===== config.mk =====
export PLATFORM = sky130hd
export DESIGN_NAME = slant_rx_deframer
export DESIGN_NICKNAME = d
export VERILOG_FILES = /design/src/rtl/slant_link_pkg.sv /design/src/rtl/slant_marker_detect.sv /design/src/rtl/slant_rx_deframer.sv
export SDC_FILE = /design/constraint.sdc
export NUM_CORES = 1
export LEC_CHECK = 0
export ABC_AREA = 1
export CORE_MARGIN = 2
export CORE_UTILIZATION = 55
export CTS_BUF_LIST = sky130_fd_sc_hd__clkbuf_4 sky130_fd_sc_hd__clkbuf_8
export DETAILED_ROUTE_END_ITERATION = 8
export HOLD_SLACK_MARGIN = 0.15
export PLACE_DENSITY = 0.8
export SLEW_MARGIN = 20
export SYNTH_ARGS = -nofsm -noshare
export SYNTH_HDL_FRONTEND = slang
export SYNTH_SLANG_ARGS = --single-unit

===== constraint.sdc =====
create_clock -name Cclk -period 2.75 [get_ports Cclk]
set_input_delay 0.825 -clock Cclk [delete_from_list [all_inputs] [get_ports Cclk]]
set_output_delay 0.825 -clock Cclk [all_outputs]
set_load 0.1 [all_outputs]

===== src/rtl/slant_link_pkg.sv =====
// Shared definitions for the 4-lane, 6-bit slant link (transmit and receive sides).
package slant_link_pkg;

  localparam int unsigned LANES  = 4;
  localparam int unsigned LANE_W = 6;
  localparam int unsigned PAY_W  = 5;
  localparam int unsigned MARK_W = 24;
  localparam int unsigned HS_W   = 8;

  localparam logic [MARK_W-1:0] FRAME1_MARK = 24'haab155;
  localparam logic [MARK_W-1:0] FRAME0_MARK = 24'haa8d55;
  localparam logic [HS_W-1:0]   HSYNC_MARK  = 8'h55;

  typedef enum logic [1:0] {
    SYM_DATA = 2'd0,
    SYM_ONE  = 2'd1,
    SYM_BAD  = 2'd2
  } sym_class_t;

  typedef enum logic [1:0] {
    ST_HUNT  = 2'd0,
    ST_DATA  = 2'd1,
    ST_HSYNC = 2'd2
  } rx_state_t;

  // One symbol across all lanes, lane3 in the MSBs.
  typedef struct packed {
    logic [LANE_W-1:0] l3;
    logic [LANE_W-1:0] l2;
    logic [LANE_W-1:0] l1;
    logic [LANE_W-1:0] l0;
  } lane_sym_t;

  // All-ones is a marker 1; any lane with bit5 set otherwise is illegal.
  function automatic sym_class_t classify(input lane_sym_t s);
    sym_class_t c;
    c = SYM_BAD;
    if (s == '1) begin
      c = SYM_ONE;
    end else if (!s.l3[LANE_W-1] && !s.l2[LANE_W-1] &&
                 !s.l1[LANE_W-1] && !s.l0[LANE_W-1]) begin
      c = SYM_DATA;
    end
    return c;
  endfunction

  // All-zeros doubles as a marker 0 and a legal data symbol.
  function automatic logic is_zero_sym(input lane_sym_t s);
    return (s == '0);
  endfunction

endpackage


===== src/rtl/slant_marker_detect.sv =====
// Symbol classifier plus the 24-symbol frame-marker shifter and compare.
module slant_marker_detect
  import slant_link_pkg::*;
#(
  parameter logic [MARK_W-1:0] FRAME1 = FRAME1_MARK,
  parameter logic [MARK_W-1:0] FRAME0 = FRAME0_MARK
) (
  input  logic      i_clk,
  input  logic      i_rst_n,
  input  logic      i_valid,
  input  lane_sym_t i_sym,
  output logic      o_is_one_c,
  output logic      o_is_zero_c,
  output logic      o_is_bad_c,
  output logic      o_match1_c,
  output logic      o_match0_c
);

  sym_class_t        w_class;
  logic [MARK_W-1:0] w_shift_in;
  logic [MARK_W-1:0] r_shift;

  assign w_class     = classify(i_sym);
  assign o_is_one_c  = (w_class == SYM_ONE);
  assign o_is_bad_c  = (w_class == SYM_BAD);
  assign o_is_zero_c = is_zero_sym(i_sym);

  // Compare against the value including the current symbol so it can win priority.
  assign w_shift_in = {r_shift[MARK_W-2:0], o_is_one_c};
  assign o_match1_c = i_valid && (w_shift_in == FRAME1);
  assign o_match0_c = i_valid && (w_shift_in == FRAME0);

  // Marker history; cleared on a match so overlapping markers cannot retrigger.
  always_ff @(posedge i_clk or negedge i_rst_n) begin
    if (!i_rst_n) begin
      r_shift <= '0;
    end else if (i_valid) begin
      if (o_match1_c || o_match0_c) begin
        r_shift <= '0;
      end else begin
        r_shift <= w_shift_in;
      end
    end
  end

endmodule


===== src/rtl/slant_rx_deframer.sv =====
// Receive deframer: frame lock, line-marker check and per-lane {Y,C} pair reassembly.
module slant_rx_deframer
  import slant_link_pkg::*;
#(
  parameter int unsigned       LINE_SYMS = 160,
  parameter int unsigned       LINES     = 480,
  parameter logic [MARK_W-1:0] FRAME1    = FRAME1_MARK,
  parameter logic [MARK_W-1:0] FRAME0    = FRAME0_MARK,
  parameter logic [HS_W-1:0]   HSYNC     = HSYNC_MARK
) (
  input  logic        Cclk,
  input  logic        rstn,
  input  logic        RxValid,
  input  logic [5:0]  Rx0Data,
  input  logic [5:0]  Rx1Data,
  input  logic [5:0]  Rx2Data,
  input  logic [5:0]  Rx3Data,
  output logic        PixValid,
  output logic [19:0] PixY,
  output logic [19:0] PixC,
  output logic [8:0]  PixLine,
  output logic [7:0]  PixCol,
  output logic        FrameStart,
  output logic        FrameOdd,
  output logic        FrameDone,
  output logic        SyncErr,
  output logic [15:0] ErrCount,
  output logic        Locked
);

  localparam int unsigned SYM_W  = 8;
  localparam int unsigned LINE_W = 9;
  localparam int unsigned BIT_W  = 3;
  localparam int unsigned PIX_W  = LANES * PAY_W;
  localparam int unsigned ERR_W  = 16;

  localparam logic [SYM_W-1:0]  LAST_SYM  = SYM_W'(LINE_SYMS - 1);
  localparam logic [LINE_W-1:0] LAST_LINE = LINE_W'(LINES - 1);
  localparam logic [BIT_W-1:0]  LAST_BIT  = BIT_W'(HS_W - 1);

  lane_sym_t          w_sym;
  logic [PIX_W-1:0]   w_payload;
  logic               w_is_one;
  logic               w_is_zero;
  logic               w_is_bad;
  logic               w_match1;
  logic               w_match0;
  logic               w_match;
  logic               w_hs_exp;

  rx_state_t          r_state;
  rx_state_t          w_state_nxt;
  logic [SYM_W-1:0]   r_sym;
  logic [SYM_W-1:0]   w_sym_nxt;
  logic [LINE_W-1:0]  r_line;
  logic [LINE_W-1:0]  w_line_nxt;
  logic [BIT_W-1:0]   r_bit;
  logic [BIT_W-1:0]   w_bit_nxt;
  logic [PIX_W-1:0]   r_y;
  logic [PIX_W-1:0]   w_y_nxt;
  logic               w_pix_valid;
  logic               w_fstart;
  logic               w_fdone;
  logic               w_err;

  assign w_sym     = {Rx3Data, Rx2Data, Rx1Data, Rx0Data};
  assign w_payload = {Rx3Data[PAY_W-1:0], Rx2Data[PAY_W-1:0],
                      Rx1Data[PAY_W-1:0], Rx0Data[PAY_W-1:0]};
  assign w_match   = w_match1 | w_match0;
  assign w_hs_exp  = HSYNC[LAST_BIT - r_bit];

  slant_marker_detect #(
    .FRAME1 (FRAME1),
    .FRAME0 (FRAME0)
  ) u_marker (
    .i_clk       (Cclk),
    .i_rst_n     (rstn),
    .i_valid     (RxValid),
    .i_sym       (w_sym),
    .o_is_one_c  (w_is_one),
    .o_is_zero_c (w_is_zero),
    .o_is_bad_c  (w_is_bad),
    .o_match1_c  (w_match1),
    .o_match0_c  (w_match0)
  );

  // State register.
  always_ff @(posedge Cclk or negedge rstn) begin
    if (!rstn) begin
      r_state <= ST_HUNT;
    end else begin
      r_state <= w_state_nxt;
    end
  end

  // Next state, counters and event strobes; a frame match overrides everything.
  always_comb begin
    w_state_nxt = r_state;
    w_sym_nxt   = r_sym;
    w_line_nxt  = r_line;
    w_bit_nxt   = r_bit;
    w_y_nxt     = r_y;
    w_pix_valid = 1'b0;
    w_fstart    = 1'b0;
    w_fdone     = 1'b0;
    w_err       = 1'b0;
    if (RxValid) begin
      if (w_match) begin
        w_state_nxt = ST_DATA;
        w_sym_nxt   = '0;
        w_line_nxt  = '0;
        w_bit_nxt   = '0;
        w_fstart    = 1'b1;
        w_err       = (r_state != ST_HUNT);
      end else begin
        unique case (r_state)
          ST_HUNT: begin
            w_state_nxt = ST_HUNT;
          end
          ST_DATA: begin
            if (w_is_one || w_is_bad) begin
              w_err       = 1'b1;
              w_state_nxt = ST_HUNT;
            end else begin
              if (!r_sym[0]) begin
                w_y_nxt = w_payload;
              end else begin
                w_pix_valid = 1'b1;
              end
              if (r_sym == LAST_SYM) begin
                w_sym_nxt = '0;
                if (r_line == LAST_LINE) begin
                  w_fdone     = 1'b1;
                  w_state_nxt = ST_HUNT;
                end else begin
                  w_bit_nxt   = '0;
                  w_state_nxt = ST_HSYNC;
                end
              end else begin
                w_sym_nxt = r_sym + SYM_W'(1);
              end
            end
          end
          ST_HSYNC: begin
            if (w_hs_exp ? !w_is_one : !w_is_zero) begin
              w_err       = 1'b1;
              w_state_nxt = ST_HUNT;
            end else if (r_bit == LAST_BIT) begin
              w_line_nxt  = r_line + LINE_W'(1);
              w_sym_nxt   = '0;
              w_state_nxt = ST_DATA;
            end else begin
              w_bit_nxt = r_bit + BIT_W'(1);
            end
          end
          default: begin
            w_state_nxt = ST_HUNT;
          end
        endcase
      end
    end
  end

  // Symbol, line and line-marker bit counters plus the held Y half of the pair.
  always_ff @(posedge Cclk or negedge rstn) begin
    if (!rstn) begin
      r_sym  <= '0;
      r_line <= '0;
      r_bit  <= '0;
      r_y    <= '0;
    end else begin
      r_sym  <= w_sym_nxt;
      r_line <= w_line_nxt;
      r_bit  <= w_bit_nxt;
      r_y    <= w_y_nxt;
    end
  end

  // Registered pixel pair, event pulses, error counter and lock flag.
  always_ff @(posedge Cclk or negedge rstn) begin
    if (!rstn) begin
      PixValid   <= 1'b0;
      PixY       <= '0;
      PixC       <= '0;
      PixLine    <= '0;
      PixCol     <= '0;
      FrameStart <= 1'b0;
      FrameOdd   <= 1'b0;
      FrameDone  <= 1'b0;
      SyncErr    <= 1'b0;
      ErrCount   <= '0;
      Locked     <= 1'b0;
    end else begin
      PixValid   <= w_pix_valid;
      FrameStart <= w_fstart;
      FrameDone  <= w_fdone;
      SyncErr    <= w_err;
      Locked     <= (w_state_nxt != ST_HUNT);
      if (w_pix_valid) begin
        PixY    <= r_y;
        PixC    <= w_payload;
        PixLine <= r_line;
        PixCol  <= SYM_W'(r_sym >> 1);
      end
      if (w_fstart) begin
        FrameOdd <= w_match1;
      end
      if (w_err && (ErrCount != {ERR_W{1'b1}})) begin
        ErrCount <= ErrCount + ERR_W'(1);
      end
    end
  end

endmodule

Word level (Yosys, flattened, before mapping). Memories as Yosys holds them, arrays and structs flattened. Cells that the tools add are included.

Add/subtract/negate cells: 5. Multipliers: 0. Div/mod/pow operators: 0. Order comparisons: 1. Equal/unequal tests: 18. Shift-type cells: 0. Muxes and demuxes: 48. Bitwise operators: 4. Reductions and logical operators: 24.

Operators with widths (number): equality test 24 bit, second input constant (3); two-way mux 8 bit (5); two-way mux 9 bit (4); logical NOT 24 bit (1); two-way mux 23 bit (1); two-way mux 1 bit (19); two-way mux 2 bit (9); two-way mux 3 bit (6); != test 3 bit, second input constant (6); adder 16 x 1 -> 16 bit, second input constant (1); != test 16 bit, second input constant (1); one-hot mux 8 bit (2 select lines) (1); AND reduction 5 bit (2); adder 9 x 1 -> 9 bit, second input constant (1); equality test 9 bit, second input constant (1); adder 8 x 1 -> 8 bit, second input constant (1); equality test 8 bit, second input constant (1); nonzero test 2 bit (4); AND reduction 7 bit (1); logical AND 1 bit (6); logical NOT 1 bit (6); one-hot mux 3 bit (2 select lines) (1); equality test 2 x 1 -> 1 bit, second input constant (2); equality test 2 bit, second input constant (2); other kinds (12) (15).

Register bits: 143. Latch bits: 0. Memory bits (writable): 0. Bits in read-only memories: 8. Input bits: 27. Output and inout bits: 79. Logic and storage cells: 118. Memories kept: 1.

Memories: (name not given) (depth 8, width 1, rd ports 1, clocked after Yosys merged registers in 0, write ports 0, line slant_rx_deframer.sv:70) `assign w_hs_exp = HSYNC[LAST_BIT - r_bit];`.

Longest topological paths before layout.
Depth after elaboration: 14. Mapped depth: 14. Depth with buffers taken out: 13.

Modules after synthesis. Synthesis repeated with hierarchy kept, for this count alone.

Cell total of the unflattened synthesis: 835. Area, all modules: 6751.5 µm².

By module, submodules not included: slant_rx_deframer (times used 1, cells an instance 655, area an instance 5454.0 µm², sequential area each 3002.9 µm²); slant_marker_detect (times used 1, cells an instance 180, area an instance 1297.5 µm², sequential area each 575.6 µm²).

Worst setup path before layout. OpenSTA, ideal clock, no wires.

Path kind: register to register. From: register ErrCount[0]. To: register ErrCount[7]. Library setup time: 0.120 ns. Arrival: 2.443 ns. Required time: 2.630 ns. Slack: 0.187 ns. Stages on the path, launching flop included: 8. Path buffers: 1. Clock period less this slack: 2.563 ns. Cell sequence: dfrtp_1 -> ha_1 -> nand2_1 -> nor3_1 -> nand3_2 -> clkbuf_1 -> nand3_1 -> nand2_2.

Longest elaborated chain between the ends: 2. Elaborated cells between the ends (all ways): 3. Those cells by class: 1 x add/sub; 1 x eq/ne; 1 x reduce/logical.

RTL lines: start: declaration (line slant_rx_deframer.sv:27) `output logic [15:0] ErrCount,`; start signal: assignment (line slant_rx_deframer.sv:209) `ErrCount <= ErrCount + ERR_W'(1);`; branches (longest 2 deep; another with adder 16 x 1 -> 16 bit).

Several ways; the timed one is not identified. A chain may end at the register's enable or synchronous reset.

Worst setup path after layout.
From: input port RxValid. To: register ErrCount[9].

Longest elaborated chain between the ends: 5. Elaborated cells between the ends (all ways): 6. Those cells by class: 2 x mux; 1 x bitwise; 3 x reduce/logical.

RTL lines: start: declaration (line slant_rx_deframer.sv:13) `input logic RxValid,`; logical AND 1 bit, on equally long branches (line slant_marker_detect.sv:30, slant_marker_detect.sv:31); OR 1 bit (line slant_rx_deframer.sv:69) `assign w_match = w_match1 | w_match0;`; two-way mux 1 bit (line slant_rx_deframer.sv:108) `if (w_match) begin`; two-way mux 1 bit * (line slant_rx_deframer.sv:107) `if (RxValid) begin`; logical AND 1 bit * (line slant_rx_deframer.sv:208) `if (w_err && (ErrCount != {ERR_W{1'b1}})) begin`.

Mark *: on every way between the ends. The rest lies on a longest branch, timed or not.

==> out/qor.yml <==
status:
  status: "completed"
timing:
  worstMarginPinSlew_ns: 0.623
  maxSlewViolCount: 0
  period_minus_slack_ns: 2.41
  rsz0062_at_grt: "false"
  hold_violations: 0
  finClkSkew_ns: 0.0106
  fmax_ghz: 0.414
  max_slew_margin: 0.584
  finalSetupViolations: 0
  period_share: 0.878
  timing.hold.ws_ns: 0.374
global_routing:
  grt_pass1_vias: 5435
  track_usage: 0.246
  grt_max_degree: 90
  antenna_found_initial: 0
  overflow: 0
  grt_pass1_wl_mm: 25.5
synth:
  syn_area_per_cell_um2: 8.35
  synthTopCellsByCount: "262 x nand2_1, 143 x dfrtp_1, 76 x inv_1"
  synthDominantCellAreaShare: 0.532
  async_flop_share: 1.00
  yosysMostFrequentCell: "nand2_1"
  synth-seq-area-share: 0.532
  ys.flop_type: "dfrtp_1"
  synth_edf_count: 0
  ys_warn_count: 0
  synth_area_um2: 6730
  synth-seq-cells: 143
  synth_area_leaders: "dfrtp_1 53%, nand2_1 15%, nand3_1 4.4%"
  yosysTopAreaCell: "dfrtp_1"
  yosysUniqueCellTypes: 39
  syn_inst: 806
  syn_nets: 841
placement:
  place_hpwl_mm: 10.5
  gp_congestion: 0.874
  port_buffers: 104
  dpl.cell_count: 1069
layout:
  drive_gt1_frac: 0.194
  final_util: 0.701
  seqCellArea_um2: 3580
  num_antenna_cells: 0
  synthToLayoutAreaGrowth_pct: 24.5
  nets: 976
  fill_cells: 933
  multi_input_area_um2: 2720
  final_cells: 1101
clock_network:
  path_clk_slew_ns: 0.08
  cts.sinks: 143
  ctsHoldBuffers: 0
  ctsRootBufferMaster: "clkbuf_8"
  cts_max_path_buffers: 2
  clock_latency_ns: 0.44
  post-cts-setup-buffers: 0
  cts_made_buffers: 17
  htree_levels: 4
  cts_resized: 0
  cts_tree: "done"
detailed_routing:
  avgRoutedWirePerCell_um: 13.5
  viasPerCell: 5.13
  drc: 0
  drt_first_pass_iters: 5
  num_vias: 5650
  drt_first_iter_violations: 336
  postRouteAntennaNets: 0
  wirelength_mm: 14.8
die:
  fp.dieH_um: 115
  initial_core_util: 0.563
  boundaryPins: 106
  rows: 40
  die_x_um: 115
  dieArea_um2: 13100
  coreArea_um2: 12000
power_and_ir_drop:
  peakVddDrop_mv: 0.500
  power.density_nw_per_um2: 631
  p_leak_nw: 4.37
job:
  max_cap_viol_count: 0
critical_path:
  cp_common_cell: "nand2_2"
  worstPathRequired_ns: 3.08
  crit_fanout: 18
  crit_arrival_ns: 2.74
  endpoint_kind: "register"
  max_stage_delay_ns: 0.50
  start_kind: "input port"
  crit_chain: "clkdlybuf4s50_1, nand3_1, nor2_1, nand2_1, nand2_1, nand2_2, nor2_8, nor2_2, nand3_2, nand2_8, nand2_8, nand2_2, nand2_2"
  crit_type: "input port to register"
  critPathSlowestCell: "clkdlybuf4s50_1"
min_path:
  holdCritPathClass: "input port to asynchronous set/reset pin"
[worst max-delay path: cells and delay by family]
kind	cells	cell delay, ns
AND/OR/NAND/NOR	12	1.42
buffers and inverters	1	0.50
[power by group]
| part | switching [mW] | internal (mW) |
|---|---|---|
| Combinational | 0.897 | 0.293 |
| Clock | 0.770 | 0.919 |
| Sequential | 0.137 | 2.28 |
[cells by family after synthesis]
logic type	Yosys count	share of synthesized area
xor gates and xnor gates	24	0.0312
and+or+nand+nor	437	0.290
other	1	0.000557
buffers and inverters	107	0.0649
adders and majority gates	8	0.0149
DFF	143	0.532
AOI/OAI and AO/OA	86	0.0669
[final timing paths]
kind	from	end	slack, ns	cells past startpoint
setup reg to reg	ErrCount[0]$_DFFE_PN0P_	ErrCount[5]$_DFFE_PN0P_	0.48	7
max in group asynchronous	rstn	PixLine[1]$_DFFE_PN0P_	1.71	2
setup / recovery	RxValid	ErrCount[9]$_DFFE_PN0P_	0.34	13
hold / removal	rstn	PixY[6]$_DFFE_PN0P_	0.37	1
min in group Cclk	r_y[2]$_DFFE_PN0P_	PixY[2]$_DFFE_PN0P_	0.47	2
hold reg to reg	r_y[2]$_DFFE_PN0P_	PixY[2]$_DFFE_PN0P_	0.47	2
[cell usage in the layout, fill, tap and decap left out, types with 2 or more instances in the layout]
master,netlist,routed
a21oi_1,6,6
inv_1,76,76
nand2_2,15,15
nand2_8,2,2
clkbuf_8,0,21
buf_4,1,113
nor2_1,53,53
clkinv_2,1,3
nand4_1,9,9
clkinvlp_4,0,5
nand2_1,262,262
dfrtp_1,143,143
nor2_2,3,3
o22ai_1,10,10
nor2_4,2,2
clkdlybuf4s50_1,0,25
nand3_2,2,2
nand3b_1,6,6
o21ai_1,20,20
clkbuf_4,0,2
bufinv_16,0,2
ha_1,8,8
nor3_1,13,13
xnor2_1,6,6
buf_12,0,4
nor4_1,4,4
nand3_1,59,59
xor2_1,18,18
o21ai_0,48,48
inv_2,3,3
[per-layer routing]
metal / part of all wire / global-route usage / vias to the layer above
li1: - / - / 2843
met5: 0 / 0 / -
met2: 0.48 / 0.398 / 147
met3: 0.046 / 0.0619 / 21
met4: 0.013 / 0.0699 / 0
met1: 0.46 / 0.333 / 2639
[registers in the layout, summed over array words and instances (netlist names)]
| signal | count |
|---|---|
| PixLine | 9 |
| FrameDone | 1 |
| ErrCount | 16 |
| PixC | 20 |
| FrameStart | 1 |
| FrameOdd | 1 |
| r_line | 9 |
| r_state | 2 |
| SyncErr | 1 |
| u_marker.r_shift | 23 |
| r_sym | 8 |
| PixCol | 7 |
| r_y | 20 |
| PixY | 20 |
| Locked | 1 |
| r_bit | 3 |
| PixValid | 1 |
[final cells by class]
type,instances,area share
sequential,143,0.427
multi-input combinational,556,0.324
timing repair buffer,143,0.142
clock buffer,23,0.0363
inverter,80,0.0360
tap,147,0.0219
clock inverter,9,0.0128
[through the flow]
stage	TNS (ns)	area, um^2	worst slack [ns]	power, mW
final	0	8380	0.335	5.29
after global routing	0	8380	0.164	5.52
after detailed placement	-1.99	7970	-0.0999	3.64
after floorplan	0	6730	0.187	3.29
after CTS	0	8380	0.370	5.33
after global placement	-1.17	7970	-0.0804	3.62
Note: power is estimated with default switching activity, not from simulation.
